### config.mk
export PLATFORM = sky130hd
export DESIGN_NAME = fifo_rd_drain
export DESIGN_NICKNAME = d
export VERILOG_FILES = /design/src/rtl/fifo_rd_drain_pkg.sv /design/src/rtl/fifo_rd_drain_skid.sv /design/src/rtl/fifo_rd_drain.sv
export SDC_FILE = /design/constraint.sdc
export NUM_CORES = 1
export LEC_CHECK = 0
export BUFFER_PORTS_ARGS = -buffer_cell sky130_fd_sc_hd__buf_2
export CORE_UTILIZATION = 58
export CTS_CLUSTER_SIZE = 30
export DETAILED_ROUTE_END_ITERATION = 10
export GPL_TIMING_DRIVEN = 0
export PLACE_DENSITY = 0.85
export SLEW_MARGIN = 15
export SYNTH_ARGS = -nofsm -noshare
export SYNTH_HDL_FRONTEND = slang
export SYNTH_SLANG_ARGS = --single-unit
### constraint.sdc
create_clock -name clk_150 -period 4.1 [get_ports clk_150]
set_input_delay 0.41 -clock clk_150 [delete_from_list [all_inputs] [get_ports clk_150]]
set_output_delay 0.41 -clock clk_150 [all_outputs]
set_load 0.02 [all_outputs]
### src/rtl/fifo_rd_drain_pkg.sv
// rtl/fifo_rd_drain_pkg.sv - shared state encodings and default widths for the FIFO read drain
package fifo_rd_drain_pkg;

  localparam int DEF_DW = 16;
  localparam int DEF_UW = 3;

  typedef enum logic [1:0] {
    ST_IDLE = 2'd0,
    ST_WAIT = 2'd1,
    ST_RUN  = 2'd2
  } state_e;

endpackage

### src/rtl/fifo_rd_drain_skid.sv
// rtl/fifo_rd_drain_skid.sv - 2-entry register FIFO that absorbs the read latency of the source FIFO
module skid_buf2 #(
  parameter int DW = 16
) (
  input  logic          clk,
  input  logic          rst_n,
  input  logic          push,
  input  logic [DW-1:0] push_data,
  input  logic          pop,
  output logic [1:0]    occ,
  output logic [DW-1:0] head
);

  logic [DW-1:0] e0_q, e0_d;
  logic [DW-1:0] e1_q, e1_d;
  logic [1:0]    occ_q, occ_d;
  logic          pop_ok;

  // e0 is always the head; a simultaneous pop and push keeps FIFO order.
  always_comb begin
    e0_d   = e0_q;
    e1_d   = e1_q;
    occ_d  = occ_q;
    pop_ok = pop & (occ_q != 2'd0);
    case ({push, pop_ok})
      2'b10: begin
        if (occ_q == 2'd0) e0_d = push_data;
        else               e1_d = push_data;
        occ_d = occ_q + 2'd1;
      end
      2'b01: begin
        e0_d  = e1_q;
        occ_d = occ_q - 2'd1;
      end
      2'b11: begin
        if (occ_q == 2'd1) begin
          e0_d = push_data;
        end else begin
          e0_d = e1_q;
          e1_d = push_data;
        end
      end
      default: ;
    endcase
  end

  // Entry and occupancy registers.
  always_ff @(posedge clk or negedge rst_n) begin
    if (!rst_n) begin
      e0_q  <= '0;
      e1_q  <= '0;
      occ_q <= 2'd0;
    end else begin
      e0_q  <= e0_d;
      e1_q  <= e1_d;
      occ_q <= occ_d;
    end
  end

  assign occ  = occ_q;
  assign head = e0_q;

endmodule

### src/rtl/fifo_rd_drain.sv
// rtl/fifo_rd_drain.sv - read-side controller: threshold-gated FIFO drain into a valid/ready stream
module fifo_rd_drain
  import fifo_rd_drain_pkg::*;
#(
  parameter int DW     = DEF_DW,
  parameter int UW     = DEF_UW,
  parameter int THRESH = 4,
  parameter int CW     = 32
) (
  input  logic          clk_150,
  input  logic          rst_n,
  input  logic          en,
  input  logic          clr_stat,
  output logic          rdreq,
  input  logic [DW-1:0] q,
  input  logic          rdempty,
  input  logic          rdfull,
  input  logic [UW-1:0] rdusedw,
  output logic          out_valid,
  input  logic          out_ready,
  output logic [DW-1:0] out_data,
  output logic          busy,
  output logic [CW-1:0] word_cnt,
  output logic          rdfull_seen
);

  localparam logic [UW:0] FULL_FILL  = (UW+1)'(2**UW);
  localparam logic [UW:0] THRESH_LVL = (UW+1)'(THRESH);

  state_e        state_q, state_d;
  logic          inflight_q, inflight_d;
  logic [CW-1:0] word_cnt_q, word_cnt_d;
  logic          rdfull_seen_q, rdfull_seen_d;

  logic [UW:0]   fill;
  logic [1:0]    occ;
  logic [1:0]    load;
  logic          hs;

  // rdusedw wraps to 0 at full, so rdfull supplies the top count.
  assign fill = rdfull ? FULL_FILL : {1'b0, rdusedw};
  assign load = occ + {1'b0, inflight_q};
  assign hs   = out_valid & out_ready;

  // Read only when the skid buffer can take the word arriving next cycle.
  assign rdreq = (state_q == ST_RUN) & en & ~rdempty & (load < 2'd2);

  // Next-state logic for the drain FSM.
  always_comb begin
    state_d    = state_q;
    inflight_d = rdreq;
    case (state_q)
      ST_IDLE: if (en) state_d = ST_WAIT;
      ST_WAIT: begin
        if (!en)                       state_d = ST_IDLE;
        else if (fill >= THRESH_LVL)   state_d = ST_RUN;
      end
      ST_RUN: begin
        if (!en)                       state_d = ST_IDLE;
        else if (rdempty && !rdreq)    state_d = ST_WAIT;
      end
      default: state_d = ST_IDLE;
    endcase
  end

  // Delivered-word counter and sticky full flag; clear beats count, set beats clear.
  always_comb begin
    word_cnt_d    = word_cnt_q;
    rdfull_seen_d = rdfull_seen_q;
    if (clr_stat)  word_cnt_d = '0;
    else if (hs)   word_cnt_d = word_cnt_q + CW'(1);
    if (rdfull)        rdfull_seen_d = 1'b1;
    else if (clr_stat) rdfull_seen_d = 1'b0;
  end

  // Control and statistics registers.
  always_ff @(posedge clk_150 or negedge rst_n) begin
    if (!rst_n) begin
      state_q       <= ST_IDLE;
      inflight_q    <= 1'b0;
      word_cnt_q    <= '0;
      rdfull_seen_q <= 1'b0;
    end else begin
      state_q       <= state_d;
      inflight_q    <= inflight_d;
      word_cnt_q    <= word_cnt_d;
      rdfull_seen_q <= rdfull_seen_d;
    end
  end

  skid_buf2 #(.DW(DW)) u_skid (
    .clk       (clk_150),
    .rst_n     (rst_n),
    .push      (inflight_q),
    .push_data (q),
    .pop       (hs),
    .occ       (occ),
    .head      (out_data)
  );

  assign out_valid   = (occ != 2'd0);
  assign busy        = (state_q != ST_IDLE) | (occ != 2'd0) | inflight_q;
  assign word_cnt    = word_cnt_q;
  assign rdfull_seen = rdfull_seen_q;

endmodule
# Word-level counts from Yosys, hierarchy flattened
# Index checks and enable logic that the tools add are counted.
# classes
addsub,4
n_lt_le_gt_ge,2
n_eq_ne,12
n_mux,18
bitwise,8
n_reduce_logical,14
# ops
op,count
16-bit 2-to-1 mux,4
32-bit 2-to-1 mux,2
16-bit one-hot mux with 3 select lines,1
"32-bit by 1-bit adder with 32-bit output, second input constant",1
16-bit one-hot mux with 2 select lines,1
2-bit nonzero test,6
2-bit 2-to-1 mux,5
"2-bit by 1-bit equality test with 1-bit output, second input constant",3
"2-bit equality test, second input constant",3
"2-bit inequality test, second input constant",3
2-bit one-hot mux with 3 select lines,1
3-bit AND reduction,2
1-bit AND,5
"4-bit by 3-bit >= comparator with 1-bit output, second input constant",1
2-bit logical NOT,2
4-bit 2-to-1 mux,1
2-bit one-hot mux with 2 select lines,1
"3-bit by 2-bit inequality test with 1-bit output, second input constant",1
"3-bit inequality test, second input constant",1
3-bit nonzero test,1
2-bit by 1-bit adder with 2-bit output,1
"2-bit by 1-bit adder with 2-bit output, second input constant",1
"2-bit less-than comparator, second input constant",1
1-bit 2-to-1 mux,2
other kinds (7),8
# word_totals
register_bits,70
in_bits,26
output_inout_bits,52
elab_cells,65

# Longest topological paths before layout
# Gate-level depths: netlist of the first run.
# logic_depth
ltp_word,9
depth_mapped,12
depth_no_buf,8

# By module
# From an unflattened synthesis of the first run, not the netlist that was laid out.
# hier_totals
hier_cells,354
hier_area_um2,3626.0
# modules_own_cells
mod,n_inst,cells_each,area_each_um2,seq_area_each_um2
fifo_rd_drain,1,205,1969.4,900.9
skid_buf2,1,149,1656.6,850.8

# Least setup slack after synthesis of the first run
# Ideal clock, no wire load.
# synth_timing
path_kind,flip-flop to flip-flop
start,"reg u_skid.occ_q[0], in the netlist u_skid.occ[0]"
end,reg u_skid.e1_q[10]
setup_ns,0.125
t_arrival_ns,2.557
required_ns,3.975
path_slack_ns,1.418
stages_incl_launch_ff,12
n_path_buf,3
period_less_slack_ns,2.682
path_cell_list,dfrtp_1 inv_1 ha_1 nor2b_2 buf_2 buf_2 inv_1 ha_1 a21o_1 o21ai_1 buf_2 mux2_2
# synth_via
elab_chain_cells,6
elab_cells_between_ends,12
cone_classes,eq/ne: 5; mux: 1; bitwise: 2; reduce/logical: 4
# synth_rtl
item,line_no,rtl
from (decl),fifo_rd_drain_skid.sv:16,"logic [1:0] occ_q, occ_d;"
from (signal assigned),fifo_rd_drain_skid.sv:52,occ_q <= 2'd0;
from (signal assigned),fifo_rd_drain_skid.sv:56,occ_q <= occ_d;
2-bit nonzero test,"fifo_rd_drain_skid.sv:24, fifo_rd_drain.sv:101",
1-bit AND,fifo_rd_drain.sv:43,assign hs = out_valid & out_ready;
1-bit AND,fifo_rd_drain_skid.sv:24,pop_ok = pop & (occ_q != 2'd0);
2-bit equality test,fifo_rd_drain_skid.sv:25,"case ({push, pop_ok})"
2-bit inequality test (no source line) or 2-bit nonzero test (tied branches),-,
3-bit AND reduction (no source line),-,
to (signal assigned),fifo_rd_drain_skid.sv:51,e1_q <= '0;
to (signal assigned),fifo_rd_drain_skid.sv:55,e1_q <= e1_d;
to (decl),fifo_rd_drain_skid.sv:15,"logic [DW-1:0] e1_q, e1_d;"
# Several ways; a longest one is shown, not always the timed one.
# A chain may end at the register's enable or synchronous reset.

# Worst setup path after layout of the first run
# layout_timing
start,"reg u_skid.occ_q[0], in the netlist u_skid.occ[0]"
end,reg u_skid.e1_q[8]
# The elaborated chain is that of the path after synthesis.

==> results of run 1 <==
==> logic make-up (layout without fill, tap and decap cells) <==
kind of cell | Yosys count | count (layout) | share of synthesized area [%]
flip-flops | 70 | 70 | 51.1
AND/OR/NAND/NOR | 112 | 112 | 17.8
multiplexers | 19 | 19 | 6.24
adder cells (fa/ha/maj) | 6 | 6 | 2.19
XOR/XNOR | 15 | 15 | 3.83
buffers and inverters | 27 | 120 | 4.49
AO/OA/AOI/OAI | 76 | 76 | 14.3
==> registers in the layout (all words and copies together), names as in the netlist <==
name / cells
word_cnt: 32
u_skid.e1_q: 16
u_skid.head: 16
state_q: 2
u_skid.occ: 2
inflight_q: 1
rdfull_seen: 1
==> through the flow <==
stage / setup slack, ns / area [um^2] / util, % / cells / power (mW)
after global routing: 0.576 / 4140 / 73.9 / 490 / 2.22
after CTS: 0.848 / 4140 / 73.9 / 490 / 2.11
final: 0.826 / 4140 / 73.9 / 490 / 2.10
after detailed placement: 0.900 / 3930 / 70.0 / 473 / 1.53
after global placement: 0.961 / 3890 / 69.5 / 472 / 1.50
after floorplan: 1.42 / 3430 / - / 325 / 1.32
==> path summary, 6_finish.rpt <==
check / start / end / slack (ns) / depth (start not counted)
max reg2reg: u_skid.occ[0] / u_skid.e1_q[8] / 0.83 / 11
max in group asynchronous: rst_n / u_skid.e1_q[15] / 3.06 / 3
max: u_skid.occ[0] / u_skid.e1_q[8] / 0.83 / 11
min: rdfull / rdfull_seen / 0.28 / 2
min in group asynchronous: rst_n / word_cnt[11] / 0.50 / 2
min reg2reg: u_skid.head[12] / u_skid.head[12] / 0.48 / 2
==> routing by layer <==
layer | track usage [%] | share of wire, % | vias up
li1 | - | - | 1360
met1 | 37.5 | 45 | 1430
met2 | 42.9 | 49 | 81
met3 | 4.71 | 3.7 | 20
met4 | 14.9 | 2.5 | 0
met5 | 0 | 0 | -
==> final cells by class <==
class	instances	area [um^2]	share of cell area, %
tap	72	90.1	2.18
clock buffer	10	138	3.32
buffer	18	120	2.90
inverter	9	33.8	0.816
timing repair buffer	77	415	10.0
sequential	70	1750	42.3
multi-input combinational	228	1520	36.8
clock inverter	6	68.8	1.66
==> worst max-delay path, cell delays in order (launching register included) <==
cell	delay, ns
sky130_fd_sc_hd__dfrtp_1	0.41
sky130_fd_sc_hd__inv_1	0.07
sky130_fd_sc_hd__ha_1	0.25
sky130_fd_sc_hd__nor2b_2	0.30
sky130_fd_sc_hd__buf_2	0.29
sky130_fd_sc_hd__buf_2	0.29
sky130_fd_sc_hd__inv_1	0.09
sky130_fd_sc_hd__ha_1	0.18
sky130_fd_sc_hd__a21o_1	0.17
sky130_fd_sc_hd__o21ai_1	0.35
sky130_fd_sc_hd__buf_2	0.38
sky130_fd_sc_hd__mux2_2	0.38
==> power by group through the flow <==
stage	logic, mW	registers (mW)	clock network [mW]
finish	0.604	0.922	0.578
global route	0.671	0.942	0.605
floorplan	0.309	1.02	0
CTS	0.608	0.921	0.580
global placement	0.573	0.926	0
detailed placement	0.597	0.934	0
==> cell usage in the layout, fill, tap and decap left out, types with 4 or more instances in the layout <==
cell type	n
sky130_fd_sc_hd__nor2_1	16
sky130_fd_sc_hd__buf_6	4
sky130_fd_sc_hd__buf_2	78
sky130_fd_sc_hd__xor2_1	10
sky130_fd_sc_hd__nor2b_1	6
sky130_fd_sc_hd__or3_1	7
sky130_fd_sc_hd__mux2_2	19
sky130_fd_sc_hd__o21ai_0	25
sky130_fd_sc_hd__a21oi_1	15
sky130_fd_sc_hd__a22oi_1	16
sky130_fd_sc_hd__nand2_1	29
sky130_fd_sc_hd__clkbuf_1	7
sky130_fd_sc_hd__or4_1	6
sky130_fd_sc_hd__nand4_1	12
sky130_fd_sc_hd__nand3_1	10
sky130_fd_sc_hd__clkbuf_8	11
sky130_fd_sc_hd__ha_1	6
sky130_fd_sc_hd__o31ai_1	5
sky130_fd_sc_hd__o21a_1	7
sky130_fd_sc_hd__inv_1	9
sky130_fd_sc_hd__dfrtp_1	70
sky130_fd_sc_hd__nor4_1	4
sky130_fd_sc_hd__xnor2_1	5
==> what timing repair did <==
| action | in CTS | in global routing |
|---|---|---|
| hold buffers | 1 | 0 |
| hold endpoints to repair | 24 | 0 |
| endpoints found under the setup margin | 0 | 0 |
==> parameters.txt, run 1 <==
Parameter                              Value

STA
  Remaining max-slew budget at the tightest pin    56.5%
  Shortest period the worst path allows    3.27 ns
  Final-report setup violation count    0
  Final worst-path cycle share    79.9%
  Final-report max-slew violation count    0
  Worst hold slack    0.280 ns
  Clock skew    0.0115 ns
  Number of hold-slack violations in the final timing report    0
  Final setup TNS    0 ns
  Unrepaired setup endpoints after global routing    no
  Highest clock frequency the design can meet    0.305 GHz
  Worst-margin pin slew    0.648 ns

Floorplanning
  CORE AREA    5610 um^2
  Initial Utilization    61.2%
  Die height    78.9 um
  Number of placed I/O pins    78
  Die Span X    78.9 um
  Area of the die    6220 um^2
  Number of core rows    27

Synthesis
  Cell accounting for the most synthesized area    sky130_fd_sc_hd__dfrtp_1
  Post-Synthesis Cells    325
  Most common flop cell mapped by yosys    sky130_fd_sc_hd__dfrtp_1
  Synthesized area divided by synthesized cell count    10.6 um^2
  Synthesized Nets    357
  Cell area after technology mapping    3430 um^2
  Number of storage elements in the synthesis netlist    70
  Count of flip-flops with a built-in enable after synthesis    0
  Cell with the most instances after synthesis    sky130_fd_sc_hd__dfrtp_1
  Async set or reset register ratio after synthesis    100%
  Warning count from the yosys run    0
  Top cells by count, synth    sky130_fd_sc_hd__dfrtp_1 (70), sky130_fd_sc_hd__nand2_1 (29), sky130_fd_sc_hd__o21ai_0 (25)
  Share of Yosys cell area claimed by the top area cell type    51.1%
  Biggest area contributors in the synthesized netlist    sky130_fd_sc_hd__dfrtp_1 (51%), sky130_fd_sc_hd__mux2_2 (6.2%), sky130_fd_sc_hd__o21ai_0 (3.6%)
  Sequential cell area fraction in the yosys report    51.1%
  Library cells used by synthesis    42

Hold path
  Worst hold path class    primary input to register

Drt
  Starting DRC count in detailed routing    170
  Total via count in the routed design    2,891
  DRT antenna net count    0
  Pre-Repair DR Iteration Count    4
  Routed vias/inst    5.90
  Mean routed wirelength per cell    16.2 um
  DR DRC count    0
  Final wirelength    7.92 mm

Critical path
  Type of the worst setup path    register to register
  Critical Path Sink Type    register
  CP Data Arrival Time    3.50 ns
  Critical path startpoint category    register
  Critical Path Fanout Max    11
  Crit path required time    4.33 ns

Layout
  Fraction of layout instances using a drive strength above 1    31.6%
  Layout Nets    445
  Fillers    427
  P&R area growth vs syn    20.8%
  Antenna diode count    0

Placement
  HPWL reported at the end of detailed placement    5.60 mm
  Final weighted congestion of routability-driven global placement    0.803
  Port-buffer cells    75

Run status
  Outcome    finished clean

Pwr
  P_int    1.37 mW
  Seq pwr share    43.8%
  Static leakage power    1.99 nW
  Switching power share of the total    34.8%
  Switching power summed over all nets    733 uW
  Largest vdd supply drop    0.413 mV
  Clock share of power    27.5%
  Power density of the placed cells    508 nW/um^2
  Combinational cell fraction of total power    28.7%

GRT
  Overall Global Routing Usage    27.7%
  Maximum number of pins on one net before global-route repair    47
  Via count of the first global-routing pass    2,795
  Number of antenna violations at the first check in global routing    0
  Global route total overflow    0
  First-pass GRT wire length    13.2 mm

Flow run
  Maximum Capacitance Violations    0

Clocking
  Num CTS Buffers    9
  H-Tree Depth    3
  Cell at the root of the clock tree    sky130_fd_sc_hd__clkbuf_8
  Buffer depth of the longest clock path    2
  Clock latency of the later-clocked register in the worst-skew pair    0.34 ns
  Setup fix buffers added after clock tree synthesis    0
  TritonCTS clock tree    done
  Clk sinks    70
  Total of cells resized after clock tree synthesis    0
  Clock transition at path regs    0.08 ns
No activity file was read; power rests on OpenSTA's default activity.
==> run 2: changes to the inputs <==
--- a/config.mk
+++ b/config.mk
@@ -5,12 +5,13 @@
 export SDC_FILE = /design/constraint.sdc
 export NUM_CORES = 1
 export LEC_CHECK = 0
+export ABC_AREA = 1
 export BUFFER_PORTS_ARGS = -buffer_cell sky130_fd_sc_hd__buf_2
-export CORE_UTILIZATION = 58
+export CORE_UTILIZATION = 55
 export CTS_CLUSTER_SIZE = 30
 export DETAILED_ROUTE_END_ITERATION = 10
 export GPL_TIMING_DRIVEN = 0
-export PLACE_DENSITY = 0.85
+export PLACE_DENSITY = 0.8
 export SLEW_MARGIN = 15
 export SYNTH_ARGS = -nofsm -noshare
 export SYNTH_HDL_FRONTEND = slang
==> constraint.sdc (replaced) <==
create_clock -name clk_150 -period 3.4 [get_ports clk_150]
set_input_delay 0.34 -clock clk_150 [delete_from_list [all_inputs] [get_ports clk_150]]
set_output_delay 0.34 -clock clk_150 [all_outputs]
set_load 0.02 [all_outputs]
==> run 2 against run 1 <==
Net effect: clock power up 10%; sequential cell count unchanged; non-clock buffer count down 6; cell area up 8.6%; count of clock-buffer cells in the layout up 1; largest power group unchanged; power up 23%; critical endpoint is now u_skid.e1_q[6].
==> parameters.txt, run 2 <==
Parameter                              Value

Run status
  Outcome    finished clean

Drt
  DR DRC count    0
  Mean routed wirelength per cell    13.1 um
  DRT antenna net count    0
  Pre-Repair DR Iteration Count    4
  Starting DRC count in detailed routing    240
  Routed vias/inst    5.27
  Total via count in the routed design    3,491
  Final wirelength    8.70 mm

Pwr
  Largest vdd supply drop    0.470 mV
  Static leakage power    2.45 nW
  Pwr Total    2.59 mW
  Power density of the placed cells    576 nW/um^2

Layout
  Core occupancy in the finished layout    68.9%
  Most frequent cells in the layout    sky130_fd_sc_hd__nand2_1 (125), sky130_fd_sc_hd__buf_2 (79), sky130_fd_sc_hd__dfrtp_1 (70), sky130_fd_sc_hd__inv_1 (65), sky130_fd_sc_hd__nor2_1 (57)
  P&R area growth vs syn    18.1%
  Fraction of layout instances using a drive strength above 1    23.4%
  Final Cell Area    4500 um^2
  Antenna diode count    0
  Commonest non-fill, non-tap cell in the layout    sky130_fd_sc_hd__nand2_1
  Layout Nets    612
  Flip-flop count of the largest register after layout    32
  Fillers    550

Synthesis
  Most common flop cell mapped by yosys    sky130_fd_sc_hd__dfrtp_1
  Synthesized Nets    524
  Post-Synthesis Cells    492
  Synthesized area divided by synthesized cell count    7.74 um^2
  Library cells used by synthesis    33
  Cell area after technology mapping    3810 um^2
  Share of Yosys cell area claimed by the top area cell type    46.0%
  Async set or reset register ratio after synthesis    100%
  Warning count from the yosys run    0
  Cell accounting for the most synthesized area    sky130_fd_sc_hd__dfrtp_1
  Count of flip-flops with a built-in enable after synthesis    0
  Biggest area contributors in the synthesized netlist    sky130_fd_sc_hd__dfrtp_1 (46%), sky130_fd_sc_hd__nand2_1 (12%), sky130_fd_sc_hd__inv_1 (6.4%)
  Cell with the most instances after synthesis    sky130_fd_sc_hd__nand2_1
  Sequential cell area fraction in the yosys report    46.0%
  Number of storage elements in the synthesis netlist    70
  Top cells by count, synth    sky130_fd_sc_hd__nand2_1 (125), sky130_fd_sc_hd__dfrtp_1 (70), sky130_fd_sc_hd__inv_1 (65)

Floorplanning
  Die Span X    85.2 um
  Number of core rows    29
  Die height    85.2 um
  Initial Utilization    58.3%
  Number of placed I/O pins    78
  CORE AREA    6530 um^2
  Area of the die    7260 um^2

Placement
  Port-buffer cells    75
  HPWL reported at the end of detailed placement    6.27 mm
  Pre-CTS setup slack    0.817 ns
  Post-placement cell area    4300 um^2
  Final weighted congestion of routability-driven global placement    0.807

STA
  Final-report max-slew violation count    0
  Number of hold-slack violations in the final timing report    0
  Clock skew    0.0122 ns
  Final-report setup violation count    0
  Worst-margin pin slew    0.483 ns
  Worst setup margin    0.828 ns
  Unrepaired setup endpoints after global routing    no
  Shortest period the worst path allows    2.57 ns
  Final setup TNS    0 ns
  Highest clock frequency the design can meet    0.389 GHz
  Final worst-path cycle share    75.6%
  Remaining max-slew budget at the tightest pin    67.8%

Critical path
  Crit path required time    3.62 ns
  Critical Path Sink Type    register
  CP Data Arrival Time    2.79 ns
  Critical Path Fanout Max    10
  Critical path startpoint category    register
  Worst setup slack for register-to-register paths    0.83 ns
  Type of the worst setup path    register to register

Clocking
  Num CTS Buffers    9
  Cell at the root of the clock tree    sky130_fd_sc_hd__clkbuf_8
  Setup fix buffers added after clock tree synthesis    0
  Clock latency of the later-clocked register in the worst-skew pair    0.36 ns
  Clk sinks    70
  Clock transition at path regs    0.07 ns
  Hold buffer count at cts    1
  TritonCTS clock tree    done
  Total of cells resized after clock tree synthesis    0
  Buffer depth of the longest clock path    2
  H-Tree Depth    3

GRT
  Via count of the first global-routing pass    3,320
  First-pass GRT wire length    14.8 mm
  Maximum number of pins on one net before global-route repair    42
  Overall Global Routing Usage    26.0%
  Number of antenna violations at the first check in global routing    0
  Global route total overflow    0

Flow run
  Maximum Capacitance Violations    0

Hold path
  Worst hold path class    primary input to register
==> run 2: cell types whose count changed after synthesis, sizes merged, moves of 7 or more <==
| cell | before | now |
|---|---|---|
| or3 | 7 | 0 |
| nor2 | 16 | 72 |
| nand3 | 10 | 40 |
| inv | 9 | 70 |
| xor2 | 10 | 0 |
| o22ai | 0 | 16 |
| a22oi | 16 | 0 |
| nand2 | 29 | 139 |
| nand4 | 13 | 3 |
| mux2 | 19 | 0 |
==> run 2: where the power goes <==
part | internal [mW] | switching, mW | total, mW
Sequential | 1.03 | 0.113 | 1.14
Combinational | 0.288 | 0.520 | 0.809
Clock | 0.303 | 0.333 | 0.636
==> run 2: area by class of cell <==
type	count	area (um^2)	area share, %
flip-flops and latches	70	1750	38.9
clock inverters	5	33.8	0.751
inverters	70	263	5.84
well taps	77	96.3	2.14
plain buffers	12	58.8	1.31
repair buffers	77	408	9.07
multi-input cells	340	1740	38.6
clock buffers	11	151	3.37
==> run 2: worst max-delay path, cell delays in order, from the launching register on <==
cell and delay, ns:
sky130_fd_sc_hd__dfrtp_1 0.43, sky130_fd_sc_hd__inv_1 0.08, sky130_fd_sc_hd__ha_1 0.25, sky130_fd_sc_hd__inv_2 0.09, sky130_fd_sc_hd__nand2_4 0.10, sky130_fd_sc_hd__buf_4 0.20, sky130_fd_sc_hd__buf_2 0.20, sky130_fd_sc_hd__ha_1 0.20
sky130_fd_sc_hd__o211ai_1 0.35, sky130_fd_sc_hd__clkbuf_1 0.40, sky130_fd_sc_hd__o21ai_0 0.15
==> run 2: path summary, 6_finish.rpt <==
| check | start | end | cells past startpoint |
|---|---|---|---|
| min | clr_stat | word_cnt[8] | 2 |
| min in group asynchronous | rst_n | word_cnt[20] | 2 |
| max in group asynchronous | rst_n | u_skid.e1_q[6] | 3 |
| max | u_skid.occ[0] | u_skid.e1_q[6] | 10 |
| min reg2reg | rdfull_seen | rdfull_seen | 1 |
| max reg2reg | u_skid.occ[0] | u_skid.e1_q[6] | 10 |
==> run 2: metal layers <==
| layer | track usage (%) | vias to the layer above | wire length (um) |
|---|---|---|---|
| met5 | 0 | - | 0 |
| met1 | 31.4 | 1627 | 3920 |
| met2 | 44.1 | 111 | 4190 |
| met4 | 13.3 | 0 | 171 |
| li1 | - | 1737 | - |
| met3 | 5.64 | 16 | 416 |
==> run 2: kinds of logic (layout without fill, tap and decap cells) <==
logic type	count (synthesis)	count (layout)	share of synthesized area (%)
adders and majority gates	6	6	1.97
xor gates and xnor gates	2	2	0.460
and+or+nand+nor	262	262	33.1
DFF	70	70	46.0
AOI/OAI and AO/OA	70	70	10.0
buffers and inverters	82	175	8.44
==> run 2: stage by stage <==
step | cells | hold WS, ns
after CTS | 662 | 0.140
after floorplan | 492 | 0.0444
after global placement | 644 | 0.458
final | 662 | 0.155
after detailed placement | 645 | 0.304
after global routing | 662 | 0.154
==> run 3: changes to the inputs <==
--- a/config.mk
+++ b/config.mk
@@ -5,13 +5,13 @@
 export SDC_FILE = /design/constraint.sdc
 export NUM_CORES = 1
 export LEC_CHECK = 0
-export ABC_AREA = 1
+export ABC_AREA = 0
 export BUFFER_PORTS_ARGS = -buffer_cell sky130_fd_sc_hd__buf_2
-export CORE_UTILIZATION = 55
+export CORE_UTILIZATION = 49
 export CTS_CLUSTER_SIZE = 30
 export DETAILED_ROUTE_END_ITERATION = 10
 export GPL_TIMING_DRIVEN = 0
-export PLACE_DENSITY = 0.8
+export PLACE_DENSITY = 0.76
 export SLEW_MARGIN = 15
 export SYNTH_ARGS = -nofsm -noshare
 export SYNTH_HDL_FRONTEND = slang
==> constraint.sdc (replaced) <==
create_clock -name clk_150 -period 2.2 [get_ports clk_150]
set_input_delay 0.22 -clock clk_150 [delete_from_list [all_inputs] [get_ports clk_150]]
set_output_delay 0.22 -clock clk_150 [all_outputs]
set_load 0.02 [all_outputs]
==> run 3 against run 2 <==
Net effect: the flow now finishes with violations (DRC); wire length decreased by 9.3%; setup slack got worse by 0.72 ns; die area up 1.0%; utilization decreased by 4.8 points; non-clock buffer count up 14; critical path type unchanged; critical endpoint is now u_skid.e1_q[7].
==> parameters.txt, run 3 (synthesized netlist as in run 1, its figures left out) <==
Parameter                              Value

STA
  Highest clock frequency the design can meet    0.479 GHz
  Final worst-path cycle share    95.0%
  Clock skew    0.00531 ns
  Final setup TNS    0 ns
  Worst hold slack    0.0825 ns
  Worst-margin pin slew    0.441 ns
  Number of hold-slack violations in the final timing report    0
  Shortest period the worst path allows    2.09 ns
  Unrepaired setup endpoints after global routing    no
  Worst setup margin    0.110 ns
  Remaining max-slew budget at the tightest pin    70.6%
  Final-report max-slew violation count    0
  Final-report setup violation count    0

Layout
  Most frequent cells in the layout    sky130_fd_sc_hd__buf_2 (75), sky130_fd_sc_hd__dfrtp_1 (70), sky130_fd_sc_hd__nand2_1 (29), sky130_fd_sc_hd__o21ai_0 (25), sky130_fd_sc_hd__mux2_2 (19)
  Final Cell Area    4360 um^2
  Flip-flop count of the largest register after layout    32
  P&R area growth vs syn    27.0%
  Fraction of layout instances using a drive strength above 1    35.7%
  Commonest non-fill, non-tap cell in the layout    sky130_fd_sc_hd__buf_2
  Antenna diode count    0
  Layout Nets    453

Drt
  DR DRC count    1
  Routed vias/inst    5.44
  Starting DRC count in detailed routing    154
  Pre-Repair DR Iteration Count    7
  Mean routed wirelength per cell    15.1 um
  DRT antenna net count    0
  Final wirelength    7.89 mm
  Total via count in the routed design    2,839

Run status
  Failing checks    DRC
  Outcome    finished with violations

Critical path
  Worst reg2reg startpoint    u_skid.occ[1]
  CP Data Arrival Time    2.32 ns
  Register-to-Register Path Depth    10
  Critical Path Fanout Max    12
  Critical path startpoint category    register
  Most Frequent Cell on Critical Path    sky130_fd_sc_hd__buf_6
  Destination of the worst register-to-register timing path    u_skid.e1_q[7]
  Crit path required time    2.43 ns
  Crit path largest cell delay    0.37 ns
  CP max stage cell    sky130_fd_sc_hd__dfrtp_1
  Worst setup slack for register-to-register paths    0.11 ns
  Cells traversed along the worst timing path    inv_2, ha_4, nor2b_4, buf_6, inv_1, ha_1, a21o_1, o21ai_4, buf_6, mux2_2
  Type of the worst setup path    register to register
  Critical Path Sink Type    register

Placement
  Pre-CTS setup slack    -0.469 ns
  HPWL reported at the end of detailed placement    5.38 mm
  Final weighted congestion of routability-driven global placement    0.806
  Post-placement cell area    4010 um^2
  Port-buffer cells    75

Clocking
  Clk sinks    70
  TritonCTS clock tree    done
  Clock latency of the later-clocked register in the worst-skew pair    0.34 ns
  H-Tree Depth    3
  Buffer depth of the longest clock path    2
  Cell at the root of the clock tree    sky130_fd_sc_hd__clkbuf_8
  Clock transition at path regs    0.07 ns
  Num CTS Buffers    9

Floorplanning
  Die Span X    85.7 um
  Die height    85.7 um
  CORE AREA    6790 um^2
  Number of core rows    30
  Initial Utilization    50.5%
  Area of the die    7340 um^2
  Number of placed I/O pins    78

GRT
  Maximum number of pins on one net before global-route repair    55
  M1 GR Usage    31.0%
  First-pass GRT wire length    13.0 mm
  Number of antenna violations at the first check in global routing    0
  Met3 track demand over resource    4.43%
  GR Util met2    36.7%
  Global route total overflow    0
  Most congested layer reported by global routing    met2
  Overall Global Routing Usage    22.7%
  Via count of the first global-routing pass    2,694

Hold path
  Beginning of the worst hold path    rdfull
  End point of the worst hold path    rdfull_seen
  Number of instances on the worst hold path    2
  Worst hold path class    primary input to register

Pwr
  Largest vdd supply drop    0.546 mV
  Pwr Total    4.09 mW
  Static leakage power    2.06 nW
  Power density of the placed cells    940 nW/um^2

Flow run
  Maximum Capacitance Violations    0
run 3: cell types whose count changed in the layout (fill, tap and decap cells not counted), moves of 14 or more:
cell,change
sky130_fd_sc_hd__nand3_1,-28
sky130_fd_sc_hd__o22ai_1,-16
sky130_fd_sc_hd__inv_1,-58
sky130_fd_sc_hd__a22oi_1,+14
sky130_fd_sc_hd__nor2_1,-41
sky130_fd_sc_hd__mux2_2,+19
sky130_fd_sc_hd__nand2_1,-96
run 3: routing by layer:
metal / part of all wire [%] / vias up
met4: 0.99 / 0
met2: 49 / 61
met1: 46 / 1402
met5: 0 / -
li1: - / 1370
met3: 3.3 / 6
run 3: how the worst max path moves through the flow:
stage,start,to,slack (ns)
detailed placement,u_skid.occ[0],u_skid.head[10],-0.47
global route,u_skid.occ[1],u_skid.e1_q[10],0.03
global placement,u_skid.occ[0],u_skid.head[9],-0.39
floorplan,u_skid.occ[0],u_skid.e1_q[10],0.006
finish,u_skid.occ[1],u_skid.e1_q[7],0.11
CTS,u_skid.occ[1],u_skid.e1_q[7],0.02
run 3: layout make-up:
class,instances,area (um^2)
Fill cell,572,2440
Sequential cell,70,1750
Multi-Input combinational cell,228,1600
Timing Repair Buffer,87,507
Clock buffer,11,151
Buffer,16,138
Tap cell,96,120
Clock inverter,5,57.6
Inverter,9,33.8
run 3: critical path, delay by kind of cell (launching register included):
kind                       cells  cell delay, ns
DFF                            1            0.37
AOI/OAI and AO/OA              2            0.32
adders and majority gates      2            0.34
buffers and inverters          4            0.48
and+or+nand+nor                1            0.12
muxes                          1            0.33
run 3: where the power goes:
group | total, mW | switching, mW | leakage [nW] | internal, mW
Clock | 1.07 | 0.486 | 0.109 | 0.585
Sequential | 1.72 | 0.153 | 0.931 | 1.56
Combinational | 1.30 | 0.752 | 1.02 | 0.553
Total | 4.09 | 1.39 | 2.06 | 2.70
run 3: what timing repair did:
item,4_1_cts,5_1_grt
hold buffers,1,0
pin swaps,1,0
gates cloned,1,0
gates resized for setup,10,7
endpoints found under the hold margin,16,0
endpoints found under the setup margin,32,24
buffers inserted,6,3
run 3: per-stage QoR:
stage          std cells  util (%)
6_report             522      64.1
5_1_grt              522      64.1
4_1_cts              520      63.6
3_5_place_dp         497      59.0
3_3_place_gp         496      58.6
2_1_floorplan        325         -
